**config.mk**
```make
export PLATFORM = sky130hd
export DESIGN_NAME = mem_arbiter_flat
export DESIGN_NICKNAME = d
export VERILOG_FILES = /design/src/rtl/mem_arb_pkg.sv /design/src/rtl/mem_arbiter_if.sv /design/src/rtl/arb_pick.sv /design/src/rtl/mem_arbiter.sv /design/src/flat_wrapper.sv
export SDC_FILE = /design/constraint.sdc
export NUM_CORES = 1
export LEC_CHECK = 0
export CORE_ASPECT_RATIO = 0.75
export CORE_MARGIN = 10
export CORE_UTILIZATION = 30
export DETAILED_ROUTE_END_ITERATION = 10
export SLEW_MARGIN = 20
export SYNTH_ARGS = -nofsm -noshare
export SYNTH_HDL_FRONTEND = slang
export SYNTH_HIERARCHICAL = 1
export SYNTH_SLANG_ARGS = --single-unit
export TNS_END_PERCENT = 10
```
**constraint.sdc**
```tcl
create_clock -name clk -period 2.1 [get_ports clk]
set_input_delay 0.63 -clock clk [delete_from_list [all_inputs] [get_ports clk]]
set_output_delay 0.63 -clock clk [all_outputs]
set_load 0.005 [all_outputs]
```
**src/rtl/mem_arb_pkg.sv**
```systemverilog
// Purpose : shared types and constants for the two-port memory arbiter.
// Latency : n/a (declarations only).
// Backpressure: n/a.
package mem_arb_pkg;

    // Arbiter sequencing states.
    typedef enum logic [1:0] {
        IDLE = 2'd0,
        BUSY = 2'd1,
        RESP = 2'd2
    } state_t;

    // Port indices. Port 0 is the MIPS core, port 1 is the loader/DMA master.
    localparam logic PORT_CORE = 1'b0;
    localparam logic PORT_AUX  = 1'b1;

    // Width of the access latency counter. It must hold MEM_LAT up to 15.
    localparam int LAT_W = 4;

    // Convert a port index into its one-hot acknowledge pattern.
    function automatic logic [1:0] port_onehot(input logic idx);
        return (idx == PORT_AUX) ? 2'b10 : 2'b01;
    endfunction

endpackage

```
**src/rtl/mem_arbiter_if.sv**
```systemverilog
// Purpose : bundles the master request/ack signals and the memory-side bus of mem_arbiter.
// Latency : n/a (wires only).
// Backpressure: masters hold req/we/addr/wdata stable until their ack bit pulses.
// Ports   : req/we/addr*/wdata* and mem_in flow into the arbiter.
//           ack/rdata/busy/address/mem_out/mem_read/mem_write flow out of it.
// Modports: slave  = arbiter side.
//           master = the environment, i.e. the masters plus the memory.
interface mem_arbiter_if #(
    parameter int DATA_W = 32,
    parameter int ADDR_W = 32
);
    // Master-facing request side.
    logic [1:0]        req;
    logic [1:0]        we;
    logic [ADDR_W-1:0] addr0;
    logic [ADDR_W-1:0] addr1;
    logic [DATA_W-1:0] wdata0;
    logic [DATA_W-1:0] wdata1;
    logic [1:0]        ack;
    logic [DATA_W-1:0] rdata;
    logic              busy;

    // Memory-facing side.
    logic [ADDR_W-1:0] address;
    logic [DATA_W-1:0] mem_out;
    logic [DATA_W-1:0] mem_in;
    logic              mem_read;
    logic              mem_write;

    modport slave (
        input  req, we, addr0, addr1, wdata0, wdata1, mem_in,
        output ack, rdata, busy, address, mem_out, mem_read, mem_write
    );

    modport master (
        output req, we, addr0, addr1, wdata0, wdata1, mem_in,
        input  ack, rdata, busy, address, mem_out, mem_read, mem_write
    );

endinterface

```
**src/rtl/arb_pick.sv**
```systemverilog
// Purpose : combinational winner selection between the two request bits.
// Latency : 0 cycles (pure combinational).
// Backpressure: none; the caller samples the result only in IDLE.
// Ports   : req[1:0] and last_grant are inputs; grant_valid and grant_idx are outputs.
// Config  : ARB_ROUND_ROBIN_EN selects alternating priority; otherwise port 0 has fixed priority.
import mem_arb_pkg::*;

module arb_pick (
    input  logic [1:0] req,
    input  logic       last_grant,
    output logic       grant_valid,
    output logic       grant_idx
);

`ifdef ARB_ROUND_ROBIN_EN
    // On contention, the port that did not win last time is favoured.
    always_comb begin
        grant_valid = |req;
        grant_idx   = PORT_CORE;
        if (req == 2'b11) begin
            grant_idx = ~last_grant;
        end else if (req[1]) begin
            grant_idx = PORT_AUX;
        end
    end
`else
    // Fixed priority: port 1 is granted only when the core is not asking.
    // With fixed priority the grant history is irrelevant.
    logic unused_last_grant;
    assign unused_last_grant = last_grant;

    always_comb begin
        grant_valid = |req;
        grant_idx   = (req[0]) ? PORT_CORE : (req[1] ? PORT_AUX : PORT_CORE);
    end
`endif

endmodule

```
**src/rtl/mem_arbiter.sv**
```systemverilog
// Purpose : serialises two bus masters onto one single-port memory.
// Latency : strobe is held for MEM_LAT cycles, then a 1-cycle ack; grants are spaced MEM_LAT+2 cycles apart.
// Backpressure: requests are ignored outside IDLE, so masters hold req until their ack pulse.
// Ports   : clk, rst (async, active-low) and bus (mem_arbiter_if.slave).
//           All outputs on bus are registered.
// Config  : define ARB_ROUND_ROBIN_EN for round-robin arbitration.
//           The default is fixed priority with port 0 first.
import mem_arb_pkg::*;

module mem_arbiter #(
    parameter int DATA_W  = 32,
    parameter int ADDR_W  = 32,
    parameter int MEM_LAT = 1
) (
    input  logic           clk,
    input  logic           rst,
    mem_arbiter_if.slave   bus
);

    generate
        if (MEM_LAT < 1 || MEM_LAT > 15) begin : g_bad_mem_lat
            $error("mem_arbiter: MEM_LAT must be in 1..15");
        end
    endgenerate

    state_t            state;
    logic [LAT_W-1:0]  lat_cnt;
    logic              win_q;      // port being served; it steers the ack bit

    logic [1:0]        ack_q;
    logic [DATA_W-1:0] rdata_q;
    logic              busy_q;
    logic [ADDR_W-1:0] address_q;
    logic [DATA_W-1:0] mem_out_q;
    logic              mem_read_q;
    logic              mem_write_q;

    logic              grant_valid;
    logic              grant_idx;
    logic              last_grant;
    logic              sel_we;

`ifdef ARB_ROUND_ROBIN_EN
    // Reset value PORT_AUX makes the core win the first contention.
    logic last_grant_q;
    assign last_grant = last_grant_q;

    always_ff @(posedge clk or negedge rst) begin
        if (!rst) begin
            last_grant_q <= PORT_AUX;
        end else if (state == IDLE && grant_valid) begin
            last_grant_q <= grant_idx;
        end
    end
`else
    assign last_grant = PORT_AUX;
`endif

    arb_pick u_pick (
        .req         (bus.req),
        .last_grant  (last_grant),
        .grant_valid (grant_valid),
        .grant_idx   (grant_idx)
    );

    assign sel_we = bus.we[grant_idx];

    always_ff @(posedge clk or negedge rst) begin
        if (!rst) begin
            state       <= IDLE;
            lat_cnt     <= '0;
            win_q       <= PORT_CORE;
            ack_q       <= 2'b00;
            rdata_q     <= '0;
            busy_q      <= 1'b0;
            address_q   <= '0;
            mem_out_q   <= '0;
            mem_read_q  <= 1'b0;
            mem_write_q <= 1'b0;
        end else begin
            case (state)
                IDLE: begin
                    ack_q <= 2'b00;
                    if (grant_valid) begin
                        address_q   <= (grant_idx == PORT_AUX) ? bus.addr1  : bus.addr0;
                        mem_out_q   <= (grant_idx == PORT_AUX) ? bus.wdata1 : bus.wdata0;
                        mem_read_q  <= ~sel_we;
                        mem_write_q <= sel_we;
                        lat_cnt     <= LAT_W'(MEM_LAT);
                        win_q       <= grant_idx;
                        busy_q      <= 1'b1;
                        state       <= BUSY;
                    end
                end

                BUSY: begin
                    // The last strobe cycle is the one where the counter reads 1.
                    // The strobes drop in the same edge that raises ack.
                    // As a result, ack and a strobe are never high together.
                    if (lat_cnt == LAT_W'(1)) begin
                        if (mem_read_q) begin
                            rdata_q <= bus.mem_in;
                        end
                        mem_read_q  <= 1'b0;
                        mem_write_q <= 1'b0;
                        ack_q       <= port_onehot(win_q);
                        state       <= RESP;
                    end else begin
                        lat_cnt <= lat_cnt - LAT_W'(1);
                    end
                end

                RESP: begin
                    ack_q  <= 2'b00;
                    busy_q <= 1'b0;
                    state  <= IDLE;
                end

                default: begin
                    ack_q       <= 2'b00;
                    busy_q      <= 1'b0;
                    mem_read_q  <= 1'b0;
                    mem_write_q <= 1'b0;
                    state       <= IDLE;
                end
            endcase
        end
    end

    assign bus.ack       = ack_q;
    assign bus.rdata     = rdata_q;
    assign bus.busy      = busy_q;
    assign bus.address   = address_q;
    assign bus.mem_out   = mem_out_q;
    assign bus.mem_read  = mem_read_q;
    assign bus.mem_write = mem_write_q;

endmodule

```
**src/flat_wrapper.sv**
```systemverilog
// flat-port wrapper written by rule: the top's interface ports become plain ports
module mem_arbiter_flat 
#(
    parameter int DATA_W  = 32,
    parameter int ADDR_W  = 32,
    parameter int MEM_LAT = 1
)
  (clk, rst, bus_req, bus_we, bus_addr0, bus_addr1, bus_wdata0, bus_wdata1, bus_mem_in, bus_ack, bus_rdata, bus_busy, bus_address, bus_mem_out, bus_mem_read, bus_mem_write);
  mem_arbiter_if #(.DATA_W(DATA_W), .ADDR_W(ADDR_W)) bus_i ();
  input  logic clk;
  input  logic rst;
  input wire logic [$bits(bus_i.req)-1:0] bus_req;
  input wire logic [$bits(bus_i.we)-1:0] bus_we;
  input wire logic [$bits(bus_i.addr0)-1:0] bus_addr0;
  input wire logic [$bits(bus_i.addr1)-1:0] bus_addr1;
  input wire logic [$bits(bus_i.wdata0)-1:0] bus_wdata0;
  input wire logic [$bits(bus_i.wdata1)-1:0] bus_wdata1;
  input wire logic [$bits(bus_i.mem_in)-1:0] bus_mem_in;
  output wire logic [$bits(bus_i.ack)-1:0] bus_ack;
  output wire logic [$bits(bus_i.rdata)-1:0] bus_rdata;
  output wire logic [$bits(bus_i.busy)-1:0] bus_busy;
  output wire logic [$bits(bus_i.address)-1:0] bus_address;
  output wire logic [$bits(bus_i.mem_out)-1:0] bus_mem_out;
  output wire logic [$bits(bus_i.mem_read)-1:0] bus_mem_read;
  output wire logic [$bits(bus_i.mem_write)-1:0] bus_mem_write;
  assign bus_i.req = bus_req;
  assign bus_i.we = bus_we;
  assign bus_i.addr0 = bus_addr0;
  assign bus_i.addr1 = bus_addr1;
  assign bus_i.wdata0 = bus_wdata0;
  assign bus_i.wdata1 = bus_wdata1;
  assign bus_i.mem_in = bus_mem_in;
  assign bus_ack = bus_i.ack;
  assign bus_rdata = bus_i.rdata;
  assign bus_busy = bus_i.busy;
  assign bus_address = bus_i.address;
  assign bus_mem_out = bus_i.mem_out;
  assign bus_mem_read = bus_i.mem_read;
  assign bus_mem_write = bus_i.mem_write;
  mem_arbiter #(.DATA_W(DATA_W), .ADDR_W(ADDR_W), .MEM_LAT(MEM_LAT)) u_core (.clk(clk), .rst(rst), .bus(bus_i));
endmodule
```
After elaboration in Yosys (flattened, before gate mapping)
Index checks and enable logic that the tools add are counted.
Storage, ports and cells
  output and inout port bits: 101
  input bits: 166
  logic and storage cells: 52
  flip-flop bits (word level): 108
Operators by class
  mux-type cells: 22
  reduce and logical (&&, ||, !) cells: 9
  equality and inequality tests: 6
  bitwise operators: 3
  $lt $le $gt $ge: 1
  add/subtract/negate cells: 1
Operator list (count)
  32-bit two-way mux: 2
  2-bit two-way mux: 5
  3-bit AND reduction: 3
  1-bit two-way mux: 8
  4-bit two-way mux: 2
  4-bit case mux with 2 select lines: 1
  1-bit case mux with 3 select lines: 2
  2-bit AND reduction: 3
  4-bit by 1-bit equality test with 1-bit output (second input constant): 1
  2-bit by 1-bit inequality test with 1-bit output (second input constant): 2
  2-bit case mux with 2 select lines: 1
  4-bit by 1-bit subtractor with 4-bit output (second input constant): 1
  1-bit NOT: 3
  2-bit by 1-bit equality test with 1-bit output (second input constant): 1
  2-bit equality test (second input constant): 1
  2-bit zero test: 1
  1-bit by 2-bit < comparator with 1-bit output (second input constant): 1
  2-bit inequality test (second input constant): 1
  1-bit case mux with 2 select lines: 1
  2-bit nonzero test: 1
  2-bit OR reduction: 1

Longest topological paths before layout
  depth in word-level cells: 7
  depth in mapped cells: 7
  mapped depth without buffers: 5

Modules after synthesis
Netlist, hierarchy kept.
Modules (own cells, without submodules)
  mem_arbiter: times used 1, area an instance 4883.4 sq um, cells each 409, sequential area each 2702.6 sq um
  arb_pick: times used 1, area an instance 12.5 sq um, cells each 2, sequential area each 0.0 sq um

Least setup slack after synthesis
No wires, ideal clock.
  path type: flip-flop to flip-flop
  start: reg u_core.lat_cnt[1]
  end: reg u_core.rdata_q[10], in the netlist u_core/bus.rdata[10]
  arrival: 1.640 ns
  setup slack: 0.335 ns
  buffers on the path: 2
  cell stages (with the launch flop): 8
  clock period less this slack: 1.765 ns
  required time: 1.975 ns
  setup time: 0.125 ns
  cell sequence: dfrtp_1 inv_1 ha_1 nor3b_4 and3_1 buf_6 buf_12 mux2_4
On the way
  cells in the longest elaborated chain, start to end: 2
RTL lines
  start, declared: RTL line mem_arbiter.sv:27  | logic [LAT_W-1:0] lat_cnt;
  start signal, assigned: RTL line mem_arbiter.sv:89  | lat_cnt <= LAT_W'(MEM_LAT);
  start signal, assigned: RTL line mem_arbiter.sv:109  | lat_cnt <= lat_cnt - LAT_W'(1);
  4-bit by 1-bit equality test with 1-bit output: RTL line mem_arbiter.sv:100  | if (lat_cnt == LAT_W'(1)) begin
  3-bit AND reduction (no line)
  end signal, assigned: RTL line mem_arbiter.sv:102  | rdata_q <= bus.mem_in;
  end, declared: RTL line mem_arbiter.sv:31  | logic [DATA_W-1:0] rdata_q;
Every way passes these cells.
A chain may end at the register's enable or synchronous reset.

Worst setup path in the final report
  start: reg u_core.mem_read_q, in the netlist u_core/bus.mem_read
  end: out bus_mem_read
RTL lines
  start, declared: RTL line mem_arbiter.sv:35  | logic mem_read_q;
  start signal, assigned: RTL line mem_arbiter.sv:87  | mem_read_q <= ~sel_we;
  end, declared: RTL line flat_wrapper.sv:24  | output wire logic [$bits(bus_i.mem_read)-1:0] bus_mem_read;
No word-level cell between the ends.

==> run summary <==
The flow ran to the end, and the final reports show no timing, DRC or antenna violations. STA puts the critical path data required time at 1.47 ns. The worst slew margin relative to its limit is 60.5%. The core occupancy in the finished layout was 50.8%; the final cycle utilization of the critical path was 90.7%. The final setup violation count came out at 0.

Grouping stages by cell kind, the critical path spends the most delay in buffers and inverters. Across all layers, the routed design uses 4034 vias. The tools report the clock insertion delay at the later pin of the skew report as 0.34 ns. The run gives 13.9% as the overall track demand over capacity in global routing. The floorplan step defined a die boundary enclosing 21900 µm².

The share of layout cells above drive strength 1 was 10.3%. TritonCTS built the clock tree. The clock transition time at the flip-flop clock pins of the worst setup and hold paths works out to 0.08 ns.

The reported max-cap violation count is 0. The slowest stage of the critical path belongs to the cell sky130_fd_sc_hd__clkdlybuf4s50_1. The total CTS buffers was 9. The cell count after placement is 875. Compared with the post-synthesis result, the final layout area differs by 66.4%.

Setup slack on the critical path of the routed design comes to 0.195 ns. 267 I/O pins were placed. The total of warnings raised by yosys was 6; the die span in x was 167 µm. The effective utilization at floorplan was 30.5%. The number of buffer and inverter stages on the critical path was 1. The floorplan step defined a core boundary enclosing 16000 µm². The total of cells resized after clock tree synthesis is 0.

For this run the aggregate overflow at the end of global routing stands at 0. The worst setup path is captured at a primary output. The number of port buffers is 266, and the detailed-routing iteration count for the pre-antenna-repair pass is 4. The via count of the first global-routing pass is 4324.

The tightest min-delay check is of the in -> async type. In this run the remaining antenna-violating nets after routing total 0. Entering global routing, the biggest net connects 109 pins. After detailed routing, the number of vias per cell comes to 4.53. The signal on the critical path passes through clkdlybuf4s50_1. The minimum clock period came out at 1.91 ns. The run gives 0 as the post-route DRC violation count. In this run the cell area of the synthesized design comes to 4890 µm². Timing would allow up to 0.525 GHz.

The filler cells instantiated in the layout total 1427. The run gives 40 as the site row count. The tools report the iteration-0 DRC count of the detailed router as 172. Between clock sinks in the finished design, the worst skew comes to 0.00701 ns.

The number of levels in the clock H-tree is 3. The arrival time reported for the critical path endpoint is 1.28 ns, and the total number of clock tree sinks is 108. The synthesized net count is 578. The top cell types in the final layout, fill and taps aside, are sky130_fd_sc_hd__clkdlybuf4s50_1, sky130_fd_sc_hd__dfrtp_1, sky130_fd_sc_hd__a21oi_1, sky130_fd_sc_hd__nor2_1, sky130_fd_sc_hd__mux2i_1.

Averaged over all synthesized cells, the footprint is 11.9 µm². Setup repair after global routing left no endpoint under its margin. The biggest fanout along the worst timing path came out at 4.

The count of nets after finishing was 844; the leakage power total was 0.00334 µW. Placer's final routability congestion estimate: 0.789. The tools report the final-layout setup total negative slack as 0 ns. The deepest clock path buffer count was 2; the number of antenna repair diodes was 0. Hold is met by 0.336 ns. The post-layout instance count excluding filler cells was 891. Number of slew-limit violations in the final report: 0. Average wire per standard cell: 17.5 µm.

The maximum vdd drop was 0.435 mV. First-pass GRT wire length: 24500 µm. Most common cell after layout, fill and taps aside: sky130_fd_sc_hd__clkdlybuf4s50_1.

After clock tree synthesis, the flow added hold-fix buffers numbering 0. Buffers added to address setup during post-CTS repair amount to 0. Prior to clock tree synthesis, the placed netlist has a worst setup slack of -0.120 ns. For the pin with the worst max-slew slack, the measured transition is 0.593 ns. The tools report the final hold violation count as 0. The largest single stage delay on the critical path is 0.55 ns. By startpoint and endpoint, the worst setup path is classified as reg -> out. Summed over all nets, the half-perimeter wirelength after detailed placement is 12500 µm.

In this run the power density over the cells is 1270 nW/µm². Cell at the root of the clock tree: sky130_fd_sc_hd__clkbuf_16. The worst setup path is launched from a flip-flop. The post-synthesis instance total was 410. The overall die height is 131 µm, and the initial antenna violation count is 0. The total wire length was 15600 µm.
[worst paths after layout]
path                                          start  depth (start not counted)                    end  slack (ns)
min in group clk                u_core/bus.rdata[0]                          1    u_core/bus.rdata[0]        0.50
worst min-delay path                            rst                          2    u_core/bus.rdata[1]        0.34
worst min register to register  u_core/bus.rdata[0]                          1    u_core/bus.rdata[0]        0.50
worst max register to register    u_core/lat_cnt[1]                          6    u_core/bus.rdata[0]        0.27
worst max-delay path            u_core/bus.mem_read                          1           bus_mem_read        0.19
max in group asynchronous                       rst                          2  u_core/bus.mem_out[0]        1.28
[per-stage QoR]
step | area, µm² | total power (µW)
after global routing | 8140 | 11100
after global placement | 7850 | 8680
after CTS | 8140 | 10500
final | 8140 | 10300
after floorplan | 4890 | 5790
after detailed placement | 7850 | 8790
[registers in the layout (all words and copies together) (netlist names), 2 cells and up]
signal	flops
u_core/bus.rdata	32
u_core/bus.mem_out	32
u_core/state	2
u_core/bus.address	32
u_core/lat_cnt	4
u_core/bus.ack	2
[per-layer routing]
| metal | up-vias | wire (µm) | GRT usage, % | share of wire [%] |
|---|---|---|---|---|
| met5 | - | 0 | 0 | 0 |
| met4 | 0 | 129 | 2.40 | 0.83 |
| met3 | 11 | 1430 | 6.24 | 9.2 |
| met2 | 167 | 7250 | 22.0 | 46 |
| met1 | 1897 | 6820 | 17.4 | 44 |
| li1 | 1959 | - | - | - |
[power by group]
part / switching, µW / internal [µW] / leakage, µW / total (µW)
Combinational: 1880 / 3080 / 0.00196 / 4960
Clock: 810 / 835 / 0.000145 / 1640
Sequential: 597 / 3100 / 0.00124 / 3700
[layout make-up]
type | instances | area [µm²] | area share [%]
Clock buffer | 9 | 225 | 2.77
Clock inverter | 7 | 67.6 | 0.830
Inverter | 3 | 11.3 | 0.138
Multi-Input combinational cell | 272 | 2010 | 24.8
Sequential cell | 108 | 2700 | 33.2
Tap cell | 210 | 263 | 3.23
Timing Repair Buffer | 282 | 2860 | 35.1
(Power assumes the default switching activity.)
